File: config.mk
export PLATFORM = sky130hd
export DESIGN_NAME = bcd_score_counter
export DESIGN_NICKNAME = d
export VERILOG_FILES = /design/src/rtl/pong_score_pkg.sv /design/src/rtl/bcd_digit_addsub.sv /design/src/rtl/bcd_score_counter.sv
export SDC_FILE = /design/constraint.sdc
export NUM_CORES = 1
export LEC_CHECK = 0
export BUFFER_PORTS_ARGS = -buffer_cell sky130_fd_sc_hd__buf_2
export CORE_MARGIN = 3
export CORE_UTILIZATION = 45
export CTS_CLUSTER_DIAMETER = 200
export DETAILED_ROUTE_END_ITERATION = 7
export PLACE_DENSITY = 0.67
export SYNTH_ARGS = -nofsm -noshare
export SYNTH_HDL_FRONTEND = slang
export SYNTH_SLANG_ARGS = --single-unit
File: constraint.sdc
create_clock -name clk -period 5.65 [get_ports clk]
set_clock_uncertainty 0.15 [all_clocks]
set_input_delay 0.8475 -clock clk [delete_from_list [all_inputs] [get_ports clk]]
set_output_delay 0.8475 -clock clk [all_outputs]
set_load 0.03 [all_outputs]
File: src/rtl/pong_score_pkg.sv
// rtl/pong_score_pkg.sv - shared BCD types and constant helpers for the score counter
package pong_score_pkg;

  typedef logic [3:0] bcd_digit_t;

  localparam bcd_digit_t BCD_MAX = 4'd9;

  // Converts a decimal constant (up to 8 digits) into packed BCD, digit 0 in [3:0].
  function automatic logic [31:0] to_bcd(input int value);
    logic [31:0] packed_bcd;
    int          v;
    packed_bcd = '0;
    v          = value;
    for (int i = 0; i < 8; i++) begin
      packed_bcd[4*i +: 4] = 4'(v % 10);
      v = v / 10;
    end
    return packed_bcd;
  endfunction

endpackage

File: src/rtl/bcd_digit_addsub.sv
// rtl/bcd_digit_addsub.sv - single BCD digit adder/subtractor with carry/borrow chain
module bcd_digit_addsub
  import pong_score_pkg::*;
(
  input  logic       sub,
  input  bcd_digit_t a,
  input  bcd_digit_t b,
  input  logic       cin,
  output bcd_digit_t result,
  output logic       cout
);

  logic [4:0] sum;
  logic [4:0] sub_amt;

  // cin/cout carry the borrow when sub is high.
  always_comb begin
    sum     = {1'b0, a} + {1'b0, b} + {4'b0, cin};
    sub_amt = {1'b0, b} + {4'b0, cin};
    result  = '0;
    cout    = 1'b0;
    if (sub) begin
      if ({1'b0, a} < sub_amt) begin
        result = 4'(({1'b0, a} + 5'd10) - sub_amt);
        cout   = 1'b1;
      end else begin
        result = 4'({1'b0, a} - sub_amt);
      end
    end else if (sum > 5'd9) begin
      result = 4'(sum - 5'd10);
      cout   = 1'b1;
    end else begin
      result = sum[3:0];
    end
  end

endmodule

File: src/rtl/bcd_score_counter.sv
// rtl/bcd_score_counter.sv - N-digit BCD up/down score counter with wrap/saturate and win flag
module bcd_score_counter
  import pong_score_pkg::*;
#(
  parameter int DIGITS    = 2,
  parameter int WRAP      = 1,
  parameter int WIN_SCORE = 11
) (
  input  logic                clk,
  input  logic                reset,
  input  logic                d_clr,
  input  logic                d_load,
  input  logic [4*DIGITS-1:0] load_val,
  input  logic                d_inc,
  input  logic                d_dec,
  input  logic [3:0]          step,
  output logic [4*DIGITS-1:0] digits,
  output logic                ovf,
  output logic                unf,
  output logic                is_zero,
  output logic                is_max,
  output logic                win
);

  localparam int              W         = 4 * DIGITS;
  localparam logic [31:0]     WIN_FULL  = to_bcd(WIN_SCORE);
  localparam logic [W-1:0]    WIN_BCD   = WIN_FULL[W-1:0];
  localparam logic [W-1:0]    ALL_NINES = {DIGITS{BCD_MAX}};

  logic [W-1:0]  digits_q, digits_d;
  logic [W-1:0]  load_clamped;
  logic [W-1:0]  arith;
  logic [DIGITS:0] carry;
  logic          ovf_q, ovf_d, unf_q, unf_d, win_q, win_d;
  bcd_digit_t    step_c;
  logic          arith_cmd;

  assign step_c    = (step > BCD_MAX) ? BCD_MAX : step;
  assign arith_cmd = (d_inc ^ d_dec) && (step_c != 4'd0);
  assign carry[0]  = 1'b0;

  for (genvar gi = 0; gi < DIGITS; gi++) begin : g_digit
    assign load_clamped[4*gi +: 4] =
      (load_val[4*gi +: 4] > BCD_MAX) ? BCD_MAX : load_val[4*gi +: 4];

    bcd_digit_addsub u_digit (
      .sub    (d_dec),
      .a      (digits_q[4*gi +: 4]),
      .b      ((gi == 0) ? step_c : 4'd0),
      .cin    (carry[gi]),
      .result (arith[4*gi +: 4]),
      .cout   (carry[gi+1])
    );
  end

  // With valid BCD digits, a plain binary compare of the packed vector
  // orders values exactly like the decimal numbers they encode.
  always_comb begin
    digits_d = digits_q;
    ovf_d    = 1'b0;
    unf_d    = 1'b0;
    win_d    = win_q;
    if (d_clr) begin
      digits_d = '0;
      win_d    = 1'b0;
    end else if (d_load) begin
      digits_d = load_clamped;
      win_d    = win_q | (load_clamped >= WIN_BCD);
    end else if (arith_cmd) begin
      digits_d = arith;
      if (carry[DIGITS]) begin
        if (d_inc) begin
          ovf_d = 1'b1;
          if (WRAP == 0) digits_d = ALL_NINES;
        end else begin
          unf_d = 1'b1;
          if (WRAP == 0) digits_d = '0;
        end
      end
      win_d = win_q | (digits_d >= WIN_BCD);
    end
  end

  always_ff @(posedge clk or posedge reset) begin
    if (reset) begin
      digits_q <= '0;
      ovf_q    <= 1'b0;
      unf_q    <= 1'b0;
      win_q    <= 1'b0;
    end else begin
      digits_q <= digits_d;
      ovf_q    <= ovf_d;
      unf_q    <= unf_d;
      win_q    <= win_d;
    end
  end

  assign digits  = digits_q;
  assign ovf     = ovf_q;
  assign unf     = unf_q;
  assign win     = win_q;
  assign is_zero = (digits_q == '0);
  assign is_max  = (digits_q == ALL_NINES);

endmodule

==> qor.csv <==
stage,metric,value,unit
yosys,syn-num-nets,254,
place,dp_cells,279,
pwr,internal_power,0.211,mW
cells_and_area,syn_to_final_growth,12.0,%
timing,worst_slew_pin_slew,0.538,ns
yosys,synth_cell_types,51,
yosys,ys_ff_latch,11,
grt,grt_max_degree,18,
grt,grt_usage,0.204,
timing,slew_headroom,0.638,
critical_path,slowest_stage,fa_1,
pwr,seq_power_share,0.251,
job,cap_violations,0,
grt,grt_first_pass_wirelength,7120,um
pwr,p_leak,0.897,nW
grt,grt_overflow_total,0,
detailed_routing,first_pass_iters,4,
yosys,synth_edf_count,0,
floorplan,rows,21,
yosys,netlist_top_cells_count,"inv_1 (27), ha_1 (22), nand2_1 (20), nor2_1 (17), o21ai_0 (13)",
pwr,p_sw,0.184,mW
place,pre_cts_slack,0.681,ns
cells_and_area,multiInputGateArea,1230,um^2
critical_path,worstPathBufferInverterCount,3,
yosys,synthesis.area,1640,um^2
detailed_routing,route.detailed.drc,0,
detailed_routing,routed_wl,3940,um
timing,fmax,214,MHz
cells_and_area,drive_above_1_share,0.173,
critical_path,worstPathArrival,4.67,ns
critical_path,crit_type,primary input to register,
critical_path,cp_max_fo,5,
yosys,ys_top_cells_by_area,"dfrtp_1 (17%), ha_1 (17%), inv_1 (6.2%)",
clock_tree,cts_inserted_buffers,3,
yosys,ys.flop_type,dfrtp_1,
grt,grt_pass1_vias,1564,
clock_tree,clk_latency,0.27,ns
critical_path,critPathMaxStageDelay,0.46,ns
cells_and_area,stdcell_count,283,
yosys,yosysSeqAreaShare,0.168,
timing,fin_crit,4.68,ns
clock_tree,clock_sinks,11,
cells_and_area,fillers,368,
timing,setup_tns,0,ns
timing,setup_viol,0,
floorplan,core,3420,um^2
timing,slew_viol_final,0,
clock_tree,cts_tree,yes,
critical_path,critical_path.top_delay_family,compound AO/OA/AOI/OAI gates,
yosys,syn_inst,210,
pwr,p_clk_frac,0.137,
detailed_routing,ant_nets,0,
critical_path,cp.required,5.64,ns
pwr,sw_frac_of_total,0.466,
timing,period_share,0.828,
clock_tree,ctsHoldBuffers,0,
cells_and_area,finalNetCount,282,
detailed_routing,drtIter0Drc,86,
critical_path,reg2reg_slack,1.32,ns
yosys,yosysMostFrequentCell,inv_1,
floorplan,fp.dieW,66.4,um
detailed_routing,vias,1556,
critical_path,startpoint_type,primary input,
pwr,pwr_density_cell,215,nW/um^2
clock_tree,path_clk_slew,0.07,ns
floorplan,die-area,4410,um^2
place,numPortBuffers,30,
detailed_routing,vias_per_cell,5.50,
run_status,status,finished clean,
critical_path,cp_cell_sequence,"buf_2, o21ai_0, nand2b_1, ha_1, inv_1, fa_1, xnor2_1, nand2_1, a211oi_1, a21oi_1, ha_1, ha_1, xnor2_1, ha_1, inv_1, a31oi_1, a21oi_1, a221o_1, o41ai_1, o41ai_1",
timing,fin_ws,0.971,ns
clock_tree,post_cts_resized,0,
hold_path,min_path_type,primary input to asynchronous set/reset pin,
clock_tree,htreeDepth,1,
clock_tree,post-cts-setup-buffers,0,
clock_tree,clockBufferDepth,2,
detailed_routing,post_drt_wl_per_cell,13.9,um
floorplan,pin_count,31,
grt,antenna_found_initial,0,
floorplan,die_h,66.4,um
yosys,synth_top_area_frac,0.168,
yosys,synth_area_per_cell,7.82,um^2
place,dp_hpwl,3180,um
floorplan,start_util,0.481,
cells_and_area,diodes,0,
timing,rsz0062_at_grt,no,
place,gp_congestion,0.856,
timing,finalHoldViolCount,0,
pwr,p_total,0.395,mW
yosys,postSynth.asyncResetShare,1.00,
pwr,pwr-share-comb,0.612,
critical_path,crit_path_end_kind,register,
cells_and_area,regArea,275,um^2
yosys,yosys.area.top_type,dfrtp_1,
pwr,vdd_drop_max,0.000124,V
critical_path,cpMostUsedCell,ha_1,
clock_tree,cts_root_buf,clkbuf_4,
yosys,yosysWarnings,0,
[routing by layer]
layer  vias to the layer above  part of all wire  GRT usage
met5                         -                 0          0
met2                        42              0.46      0.338
li1                        800                 -          -
met3                         6             0.051    0.00850
met4                         0             0.014     0.0508
met1                       708              0.48      0.288
[sequential cells by signal, indices dropped and copies added (netlist names)]
signal and cells:
digits 8, ovf 1, unf 1, win 1
[power by group through the flow]
stage               Clock [mW]  Combinational, mW  Sequential (mW)
finish                  0.0543              0.242           0.0992
global route            0.0588              0.276            0.101
CTS                     0.0549              0.242           0.0993
detailed placement           0              0.240            0.101
global placement             0              0.240            0.101
floorplan                    0              0.175            0.111
[stage by stage]
stage / hold slack [ns] / instance area (um^2) / utilization
final: 0.416 / 1840 / 0.539
after global routing: 0.437 / 1840 / 0.539
after CTS: 0.416 / 1840 / 0.539
after detailed placement: 0.394 / 1810 / 0.531
after global placement: 0.410 / 1810 / 0.531
after floorplan: 0.550 / 1640 / -
[final timing paths]
path,start,to,depth (start not counted)
min in group clk,win,win,2
worst max register to register,digits[0],win,17
worst min-delay path,reset,digits[5],2
worst min register to register,win,win,2
worst max-delay path,step[3],win,20
max in group asynchronous,reset,win,2
[cells in the final DEF (no fill, tap or decap), types with 3 or more instances in the layout]
cell type  synthesis  final
a22o_1             3      3
dfrtp_1           11     11
fa_1               4      4
nor4_1             4      4
clkbuf_4           0      3
a21oi_1           12     12
buf_2              2     30
o21ai_0           13     13
nand2_1           20     20
nand3_1            4      4
nor2_1            17     17
nor2b_1            4      4
a211oi_1           5      5
nand2b_1           4      4
nor3_1             3      3
inv_1             27     27
ha_1              22     22
xnor2_1            7      7
[kinds of logic (layout without fill, tap and decap cells)]
| family | Yosys count | count (layout) | share of synthesized area |
|---|---|---|---|
| AOI/OAI and AO/OA | 61 | 61 | 0.261 |
| xor gates and xnor gates | 10 | 10 | 0.0579 |
| adders and majority gates | 26 | 26 | 0.216 |
| buffers and inverters | 35 | 62 | 0.0861 |
| DFF | 11 | 11 | 0.168 |
| muxes | 3 | 3 | 0.0190 |
| and+or+nand+nor | 64 | 64 | 0.192 |
[layout make-up]
cell class,instances,share of cell area
multi-input combinational,164,0.666
sequential,11,0.150
timing repair buffer,30,0.0816
inverter,28,0.0571
tap,46,0.0313
clock buffer,4,0.0143
(Power assumes the default switching activity.)
